--- src/rtl/ram64x18_fifo_pkg.sv ---
// Shared widths, word types and access-kind encoding for the ram64x18 byte FIFO.
package fifo_pkg;

   localparam int unsigned FIFO_DEPTH = 128;
   localparam int unsigned FIFO_BITS  = 7;
   localparam int unsigned FIFO_WIDTH = 8;

   typedef logic [FIFO_BITS-1:0]  ptr_t;
   typedef logic [FIFO_WIDTH-1:0] data_t;

   typedef enum logic [1:0] {
      ACC_NONE = 2'b00,
      ACC_WR   = 2'b01,
      ACC_RD   = 2'b10,
      ACC_BOTH = 2'b11
   } acc_e;

   function automatic acc_e acc_kind(input logic wr, input logic rd);
      return acc_e'({rd, wr});
   endfunction

endpackage

--- src/rtl/ram64x18_fifo_if.sv ---
// APB-side byte FIFO bus: write/read strobes, threshold level, data and status flags.
interface ram64x18_fifo_if;

   fifo_pkg::data_t data_in;
   logic            write_n;
   logic            read_n;
   fifo_pkg::ptr_t  LEVEL;
   fifo_pkg::data_t data_out;
   logic            full;
   logic            empty;
   logic            half;

   modport master (
      output data_in, write_n, read_n, LEVEL,
      input  data_out, full, empty, half
   );

   modport slave (
      input  data_in, write_n, read_n, LEVEL,
      output data_out, full, empty, half
   );

endinterface

--- src/rtl/ram64x18_fifo_ram128x8.sv ---
// 128x8 storage wrapper: active-low write enable, registered read address, transparent output.
module fifo_ram128x8
   import fifo_pkg::*;
(
   input  logic  clock,
   input  data_t Data,
   input  ptr_t  WAddress,
   input  logic  WE,
   input  ptr_t  RAddress,
   output data_t Q
);

   data_t r_mem [FIFO_DEPTH];
   ptr_t  r_raddr;

   always_ff @(posedge clock) begin
      if (!WE) begin
         r_mem[WAddress] <= Data;
      end
      r_raddr <= RAddress;
   end

   assign Q = r_mem[r_raddr];

endmodule

--- src/rtl/ram64x18_fifo.sv ---
// Single-clock byte FIFO on one 128x8 block RAM; full/empty/threshold flags from the counter.
// Optional FIFO_ASSERT_EN adds simulation checks for write-while-full and read-while-empty.
module ram64x18_fifo
   import fifo_pkg::*;
(
   input  logic              clock,
   input  logic              reset_n,
   ram64x18_fifo_if.slave    bus
);

   ptr_t  r_wr_ptr;
   ptr_t  r_rd_ptr;
   ptr_t  r_count;
   data_t r_data_out;
   logic  r_read_hold;
   logic  r_rd_acc;

   logic  w_full;
   logic  w_empty;
   logic  w_rd_acc;
   logic  w_wr_acc;
   logic  w_we_n;
   data_t w_ram_q;
   acc_e  w_acc;

   assign w_full   = (r_count == ptr_t'(FIFO_DEPTH - 1));
   assign w_empty  = (r_count == '0);
   assign w_rd_acc = !bus.read_n && !w_empty;
   // A write while full still lands when a read frees a slot in the same cycle.
   assign w_wr_acc = !bus.write_n && (!w_full || w_rd_acc);
   assign w_we_n   = ~w_wr_acc;
   assign w_acc    = acc_kind(w_wr_acc, w_rd_acc);

   fifo_ram128x8 u_ram (
      .clock    (clock),
      .Data     (bus.data_in),
      .WAddress (r_wr_ptr),
      .WE       (w_we_n),
      .RAddress (r_rd_ptr),
      .Q        (w_ram_q)
   );

   always_ff @(posedge clock) begin
      if (!reset_n) begin
         r_wr_ptr    <= '0;
         r_rd_ptr    <= '0;
         r_count     <= '0;
         r_data_out  <= '0;
         r_read_hold <= 1'b1;
         r_rd_acc    <= 1'b0;
      end else begin
         if (w_wr_acc) r_wr_ptr <= r_wr_ptr + 1'b1;
         if (w_rd_acc) r_rd_ptr <= r_rd_ptr + 1'b1;
         case (w_acc)
            ACC_WR:  r_count <= r_count + 1'b1;
            ACC_RD:  r_count <= r_count - 1'b1;
            default: r_count <= r_count;
         endcase
         r_read_hold <= bus.read_n;
         r_rd_acc    <= w_rd_acc;
         if (!r_read_hold && r_rd_acc) begin
            r_data_out <= w_ram_q;
         end
      end
   end

   assign bus.data_out = r_data_out;
   assign bus.full     = w_full;
   assign bus.empty    = w_empty;
   assign bus.half     = (r_count >= bus.LEVEL);

`ifdef FIFO_ASSERT_EN
   a_no_wr_full : assert property (@(posedge clock) disable iff (!reset_n)
      !(!bus.write_n && w_full && !w_rd_acc))
      else $error("write while full");
   a_no_rd_empty : assert property (@(posedge clock) disable iff (!reset_n)
      !(!bus.read_n && w_empty))
      else $error("read while empty");
`endif

endmodule

--- src/flat_wrapper.sv ---
// flat-port wrapper written by rule: the top's interface ports become plain ports
module ram64x18_fifo_flat import fifo_pkg::*;
  (clock, reset_n, bus_data_in, bus_write_n, bus_read_n, bus_LEVEL, bus_data_out, bus_full, bus_empty, bus_half);
  ram64x18_fifo_if bus_i ();
  input  logic clock;
  input  logic reset_n;
  input wire logic [$bits(bus_i.data_in)-1:0] bus_data_in;
  input wire logic [$bits(bus_i.write_n)-1:0] bus_write_n;
  input wire logic [$bits(bus_i.read_n)-1:0] bus_read_n;
  input wire logic [$bits(bus_i.LEVEL)-1:0] bus_LEVEL;
  output wire logic [$bits(bus_i.data_out)-1:0] bus_data_out;
  output wire logic [$bits(bus_i.full)-1:0] bus_full;
  output wire logic [$bits(bus_i.empty)-1:0] bus_empty;
  output wire logic [$bits(bus_i.half)-1:0] bus_half;
  assign bus_i.data_in = bus_data_in;
  assign bus_i.write_n = bus_write_n;
  assign bus_i.read_n = bus_read_n;
  assign bus_i.LEVEL = bus_LEVEL;
  assign bus_data_out = bus_i.data_out;
  assign bus_full = bus_i.full;
  assign bus_empty = bus_i.empty;
  assign bus_half = bus_i.half;
  ram64x18_fifo u_core (.clock(clock), .reset_n(reset_n), .bus(bus_i));
endmodule
--- config.mk ---
export PLATFORM = sky130hd
export DESIGN_NAME = ram64x18_fifo_flat
export DESIGN_NICKNAME = d
export VERILOG_FILES = /design/src/rtl/ram64x18_fifo_pkg.sv /design/src/rtl/ram64x18_fifo_if.sv /design/src/rtl/ram64x18_fifo_ram128x8.sv /design/src/rtl/ram64x18_fifo.sv /design/src/flat_wrapper.sv
export SDC_FILE = /design/constraint.sdc
export NUM_CORES = 1
export LEC_CHECK = 0
export ABC_CLOCK_PERIOD_IN_PS = 7900
export BUFFER_PORTS_ARGS = -buffer_cell sky130_fd_sc_hd__buf_2
export CAP_MARGIN = 0
export CORE_UTILIZATION = 55
export DETAILED_ROUTE_END_ITERATION = 16
export GPL_TIMING_DRIVEN = 0
export PLACE_DENSITY = 0.71
export RECOVER_POWER = 100
export SETUP_SLACK_MARGIN = 0.02
export SYNTH_ARGS = -nofsm -noshare
export SYNTH_HDL_FRONTEND = slang
export SYNTH_SLANG_ARGS = --single-unit
--- constraint.sdc ---
create_clock -name clock -period 7.9 [get_ports clock]
set_input_delay 0 -clock clock [delete_from_list [all_inputs] [get_ports clock]]
set_output_delay 0 -clock clock [all_outputs]
set_load 0.01 [all_outputs]
# ---- After elaboration in Yosys (flattened, before gate mapping)
# Memories as Yosys holds them, arrays and structs flattened. A register that Yosys moved wholly into a read port is not among the register bits.
# Index checks and enable logic that the tools add are counted.
dict set report word_totals {
  register_bits 30
  mem_bits_rw 1024
  in_bits 19
  output_inout_bits 11
  wordCells 29
  memories 1
}
# memory depth width read_ports rd_clocked_by_memory_dff wr line_no
set memory_table {}
lappend memory_table {u_core.u_ram.r_mem 128 8 1 1 1 ram64x18_fifo_ram128x8.sv:13} ;# data_t r_mem [FIFO_DEPTH];
dict set report classes {
  n_addsub 4
  order_cmp 1
  n_eq_ne 3
  mux 2
  n_reduce_logical 12
}
# operator count
set op_table {}
lappend op_table {{$add 7x1->7 const B} 3}
lappend op_table {{$pmux 7 s2} 1}
lappend op_table {{$eq 7x7->1 const B} 1}
lappend op_table {{$ge 7x7->1} 1}
lappend op_table {{$logic_not 7->1} 1}
lappend op_table {{$sub 7x1->7 const B} 1}
lappend op_table {{$logic_not 1->1} 6}
lappend op_table {{$logic_and 1x1->1} 3}
lappend op_table {{$eq 2x1->1 const B} 1}
lappend op_table {{$eq 2x2->1 const B} 1}
lappend op_table {{$reduce_bool 2->1} 1}
lappend op_table {{$logic_or 1x1->1} 1}
lappend op_table {{$mux 1} 1}

# ---- Logic depth before layout (Yosys ltp)
dict set report depth {
  word_depth 7
  mapped_depth 12
}

# ---- Cells and area by module
# A second synthesis with hierarchy kept.
dict set report hier_totals {
  cells_unflattened 1815
  hier_area_um2 41274.6
}
# mod n_inst cells_each area_per_inst_um2 seq_area_each_um2
set modules_own_cells {}
lappend modules_own_cells {fifo_ram128x8 1 1635 39626.8 30889.6}
lappend modules_own_cells {ram64x18_fifo 1 180 1647.8 620.6}

# ---- Least setup slack after synthesis
# OpenSTA, ideal clock, no wires.
dict set report synth_timing {
  path_type {register to register}
  from {register u_core.r_count[1]}
  to {register u_core.r_count[6]}
  setup_time_ns 0.072
  arrival_ns 2.582
  required_time_ns 7.828
  path_slack_ns 5.246
  path_stages_with_launch 13
  n_path_buf 0
  cell_sequence {dfxtp_1 > nor3_1 > a21oi_1 > nand2_1 > inv_1 > ha_1 > nor2b_1 > o21ai_0 > nand2b_1 > a21o_1 > a21oi_1 > mux2i_1 > mux2i_1}
}
dict set report synth_between {
  elab_chain_len 7
  word_cells_on_any_way 13
  cone_classes {add/sub: 2; eq/ne: 3; mux: 1; reduce/logical: 7}
}
# item line_no
set synth_rtl {}
lappend synth_rtl {{start, declared} ram64x18_fifo.sv:13} ;# ptr_t r_count;
lappend synth_rtl {{start signal, assigned} ram64x18_fifo.sv:55} ;# ACC_WR: r_count <= r_count + 1'b1;
lappend synth_rtl {{start signal, assigned} ram64x18_fifo.sv:56} ;# ACC_RD: r_count <= r_count - 1'b1;
lappend synth_rtl {{start signal, assigned} ram64x18_fifo.sv:57} ;# default: r_count <= r_count;
lappend synth_rtl {{$logic_not 7->1} ram64x18_fifo.sv:27} ;# assign w_empty = (r_count == '0);
lappend synth_rtl {{$logic_not 1->1} ram64x18_fifo.sv:28} ;# assign w_rd_acc = !bus.read_n && !w_empty;
lappend synth_rtl {{$logic_and 1x1->1} ram64x18_fifo.sv:28}
lappend synth_rtl {{$logic_or 1x1->1} ram64x18_fifo.sv:30} ;# assign w_wr_acc = !bus.write_n && (!w_full || w_rd_acc);
lappend synth_rtl {{$logic_and 1x1->1} ram64x18_fifo.sv:30}
lappend synth_rtl {{$eq 2x2->1 or $eq 2x1->1 (tied branches)} ram64x18_fifo.sv:54} ;# case (w_acc)
lappend synth_rtl {{$pmux 7 s2 or $reduce_bool 2->1 (tied branches)} n/a}
# Parallel ways exist; a longest one is shown, timed or not.
# A chain may end at the register's enable or synchronous reset.

# ---- Worst setup path in the final report
dict set report layout_timing {
  from {input bus_data_in[0]}
  to {memory u_core.u_ram.r_mem[93][0] (netlist name) (data pin)}
}
# item line_no
set layout_lines {}
lappend layout_lines {{start, declared} flat_wrapper.sv:7} ;# input wire logic [$bits(bus_i.data_in)-1:0] bus_data_in;
lappend layout_lines {{end, declared} ram64x18_fifo_ram128x8.sv:13}
# Straight into the memory's write port.

==> metrics <==
critical path startpoint category input pin; transition at the pin with the smallest max-transition slack between 4 and 5 ns; share of the clock period used by the worst path between 60 and 70%; number of enable-type register cells in the synthesized netlist about 1000; prevailing post-synth register cell sky130_fd_sc_hd__edfxtp_1; Reg2Reg Setup Slack between 3 and 4 ns; floorplan core area 0.07457 mm2; post-detailed-placement cell area about 0.043 mm2; clock transition time at the flip-flop clock pins of the worst setup and hold paths 0.06 ns; average cell area after synthesis slightly above 20 um2; remaining antenna violation count 0; number of global-route vias before repair about 22000; highest clock rate between 150 and 200 MHz; post-synthesis to final-layout area growth 12.20%; count of warnings emitted by yosys 0; total global-route track usage between 20% and 30%; total routed wirelength a little over 100000 um; Diodes inserted 0; final worst path period need 5.303 ns; sum of overflow across all layers after global routing 0; count of max-cap constraint violations 16; post-layout total power around 0.013 W; width of the chip about 280 um; share of Yosys cell area claimed by the top area cell type roughly three quarters; synthesized flop and latch total between 1000 and 1500; TritonCTS clock tree built; die area roughly 0.077 mm2; std cell rows 100; combinational family with the most area after synthesis multiplexers; violations in the final reports max-capacitance violations, max-slew violations; Final Setup Violations 0; Die Height between 200 and 300 um; half-perimeter wire length after detailed placement 68090 um; highest ir drop seen on vdd between 0.00015 and 0.0002 V; crit path DAT between 5 and 6 ns; final sum of negative setup slack 0 ns; Final nets roughly 2200; clock sink count 1062; H-tree depth reported by CTS 3; number of design-rule violations left by the first detailed-router iteration 2870; number of distinct library cells after synthesis between 50 and 60; starting density of the core 55.61%; Worst Setup Path Type in2reg; XOR/XNOR share of the synthesized area 0.2957%; Pre-Repair DR Iteration Count 6; post-synthesis instance area a little over 0.04 mm2; wire length per cell approximately 32 um; path category of the worst min-delay check reg2reg; gpl congestion 0.9483; root buf cell sky130_fd_sc_hd__clkbuf_16; sequential-to-total area share from yosys stat 75.98%; cell types with the largest area share after synthesis sky130_fd_sc_hd__edfxtp_1 74%, sky130_fd_sc_hd__mux4_2 12%, sky130_fd_sc_hd__mux2i_1 2.6%; initial antenna violation count 0; combinational share of power 14.7%; post-synthesis share of cell area spent on full adders, half adders and majority gates less than 1%; area fraction in and, or, nand and nor cells after synthesis around 3.3%; Internal 0.01012 W; final hold vios 0; number of buffers inserted by hold repair at cts 12; cell accounting for the most synthesized area sky130_fd_sc_hd__edfxtp_1; most frequent standard cell in the layout excluding fill and tap cells sky130_fd_sc_hd__edfxtp_1; commonest cells after routing, fill and taps aside 1024 x sky130_fd_sc_hd__edfxtp_1, 222 x sky130_fd_sc_hd__mux4_2, 151 x sky130_fd_sc_hd__nor2_1; total via count after detailed routing ~21000; setup repair after global routing missed its margin no; count of buffers inserted at the top-level ports 29; async set-or-reset flop fraction in the synthesized netlist 0%; Longest Clk Path Bufs 3; count of boundary I/O pins 30; switching power 0.003272 W; Post-Synthesis Cells 2048; ratio of total power to cell area about 290 mW/mm2; post-route clock skew around 0.024 ns; Residual DRC 0; first-pass GRT wire length 149500 um; LEAKAGE approximately 14 nW; Data required, critical path roughly 7.8 ns; post-synthesis compound-gate area fraction around 3.4%; clock latency at the later pin of the worst-skew pair between 0.6 and 0.7 ns; setup bufs post-CTS 0; share of layout cells above drive strength 1 about a fifth; endpoint type of the worst setup path flop; net count after synthesis approximately 2100; Slew HR -197.5%; peak fanout along the critical path 85; proportion of synthesized area in mux cells 14.87%; via density per instance 6.567; Resize count post-CTS 0; post-route cell area ~0.047 mm2; status complete, but fails checks; clock buffer count from CTS between 100 and 150; largest net degree at the start of global routing 97; number of max-slew violations in the final report 1048; fraction of power consumed by sequential logic a little under half; switching power as a share of total power 24.43%; Clock Power Share 38.6%
[final timing paths]
check,startpoint,end,cells past startpoint
setup / recovery,bus_data_in[0],u_core.u_ram.r_mem[93][0]$_DFFE_PP_,3
hold / removal,u_core.r_rd_ptr[1]$_SDFFE_PN0N_,u_core.u_ram.r_raddr[1]$_DFF_P_,0
setup reg to reg,u_core.u_ram.r_raddr[1]$_DFF_P_,u_core.bus.data_out[1]$_SDFFE_PN0P_,8
hold reg to reg,u_core.r_rd_ptr[1]$_SDFFE_PN0N_,u_core.u_ram.r_raddr[1]$_DFF_P_,0
[cell type report]
cell class,instances,area [um2]
clock buffer,123,2694
multi-input combinational,866,9255
clock inverter,71,899.6
fill,5059,28040
inverter,11,41.29
timing repair buffer,49,271.5
buffer,109,648.1
sequential,1062,31510
tap,969,1212
[layer usage]
metal | track usage, % | share of wire, % | vias to the layer above
met4 | 10.53 | 3.7 | 0
met5 | 0 | 0 | -
met1 | 37.33 | 37 | 11110
li1 | - | - | 8767
met2 | 43.30 | 47 | 1322
met3 | 7.154 | 12 | 211
[worst max-delay path: stages]
cell and delay [ns]:
sky130_fd_sc_hd__dlygate4sd3_1 0.52, sky130_fd_sc_hd__clkbuf_1 1.54, sky130_fd_sc_hd__clkbuf_1 2.98
[Yosys cell counts, drive strengths merged (2+ instances only)]
cell type and n:
edfxtp 1024, mux4 224, nor2 151, mux2i 109, buf 72, a22oi 58, nand2 51, dfxtp 38
clkbuf 37, a21oi 27, a211oi 25, nor2b 25, and2 20, nand3 20, o22ai 19, nor3 16
o21ai 15, ha 14, inv 11, a31oi 10, a221oi 9, xnor2 9, a2111oi 8, nand4 7
a21o 6, nand2b 6, a222oi 5, a22o 5, xor2 5, o211ai 4, a21boi 3, or3 3
a211o 2, a32oi 2, mux2 2, or2 2
[kinds of logic after synthesis]
family | count (synthesis)
flops | 1062
simple gates | 304
fa+ha+maj | 15
xor+xnor | 14
buf+inv | 120
compound gates | 198
mux | 335
[sequential cells by signal, summed over array words and instances (netlist names)]
register,flops
u_core.u_ram.r_mem,1024
u_core.bus.data_out,8
u_core.r_count,7
u_core.r_rd_ptr,7
u_core.r_wr_ptr,7
u_core.u_ram.r_raddr,7
u_core.r_rd_acc,1
u_core.r_read_hold,1
[power by group through the flow]
stage               Sequential, W  Combinational [W]  Clock [W]
floorplan                 0.00635            0.00128          0
global placement          0.00637            0.00190          0
detailed placement        0.00637            0.00196          0
CTS                       0.00625            0.00198    0.00519
global route              0.00626            0.00206    0.00540
finish                    0.00626            0.00197    0.00516
[per-stage QoR]
step	setup WS, ns	instances	hold WS, ns	utilization [%]
5_1_grt	2.235	3260	0.3778	62.40
2_1_floorplan	5.246	2048	0.09887	-
3_3_place_gp	4.429	3046	0.2507	57.43
6_report	2.597	3260	0.3768	62.40
3_5_place_dp	4.289	3054	0.2744	57.74
4_1_cts	4.050	3260	0.006547	62.72
(Power assumes the default switching activity.)
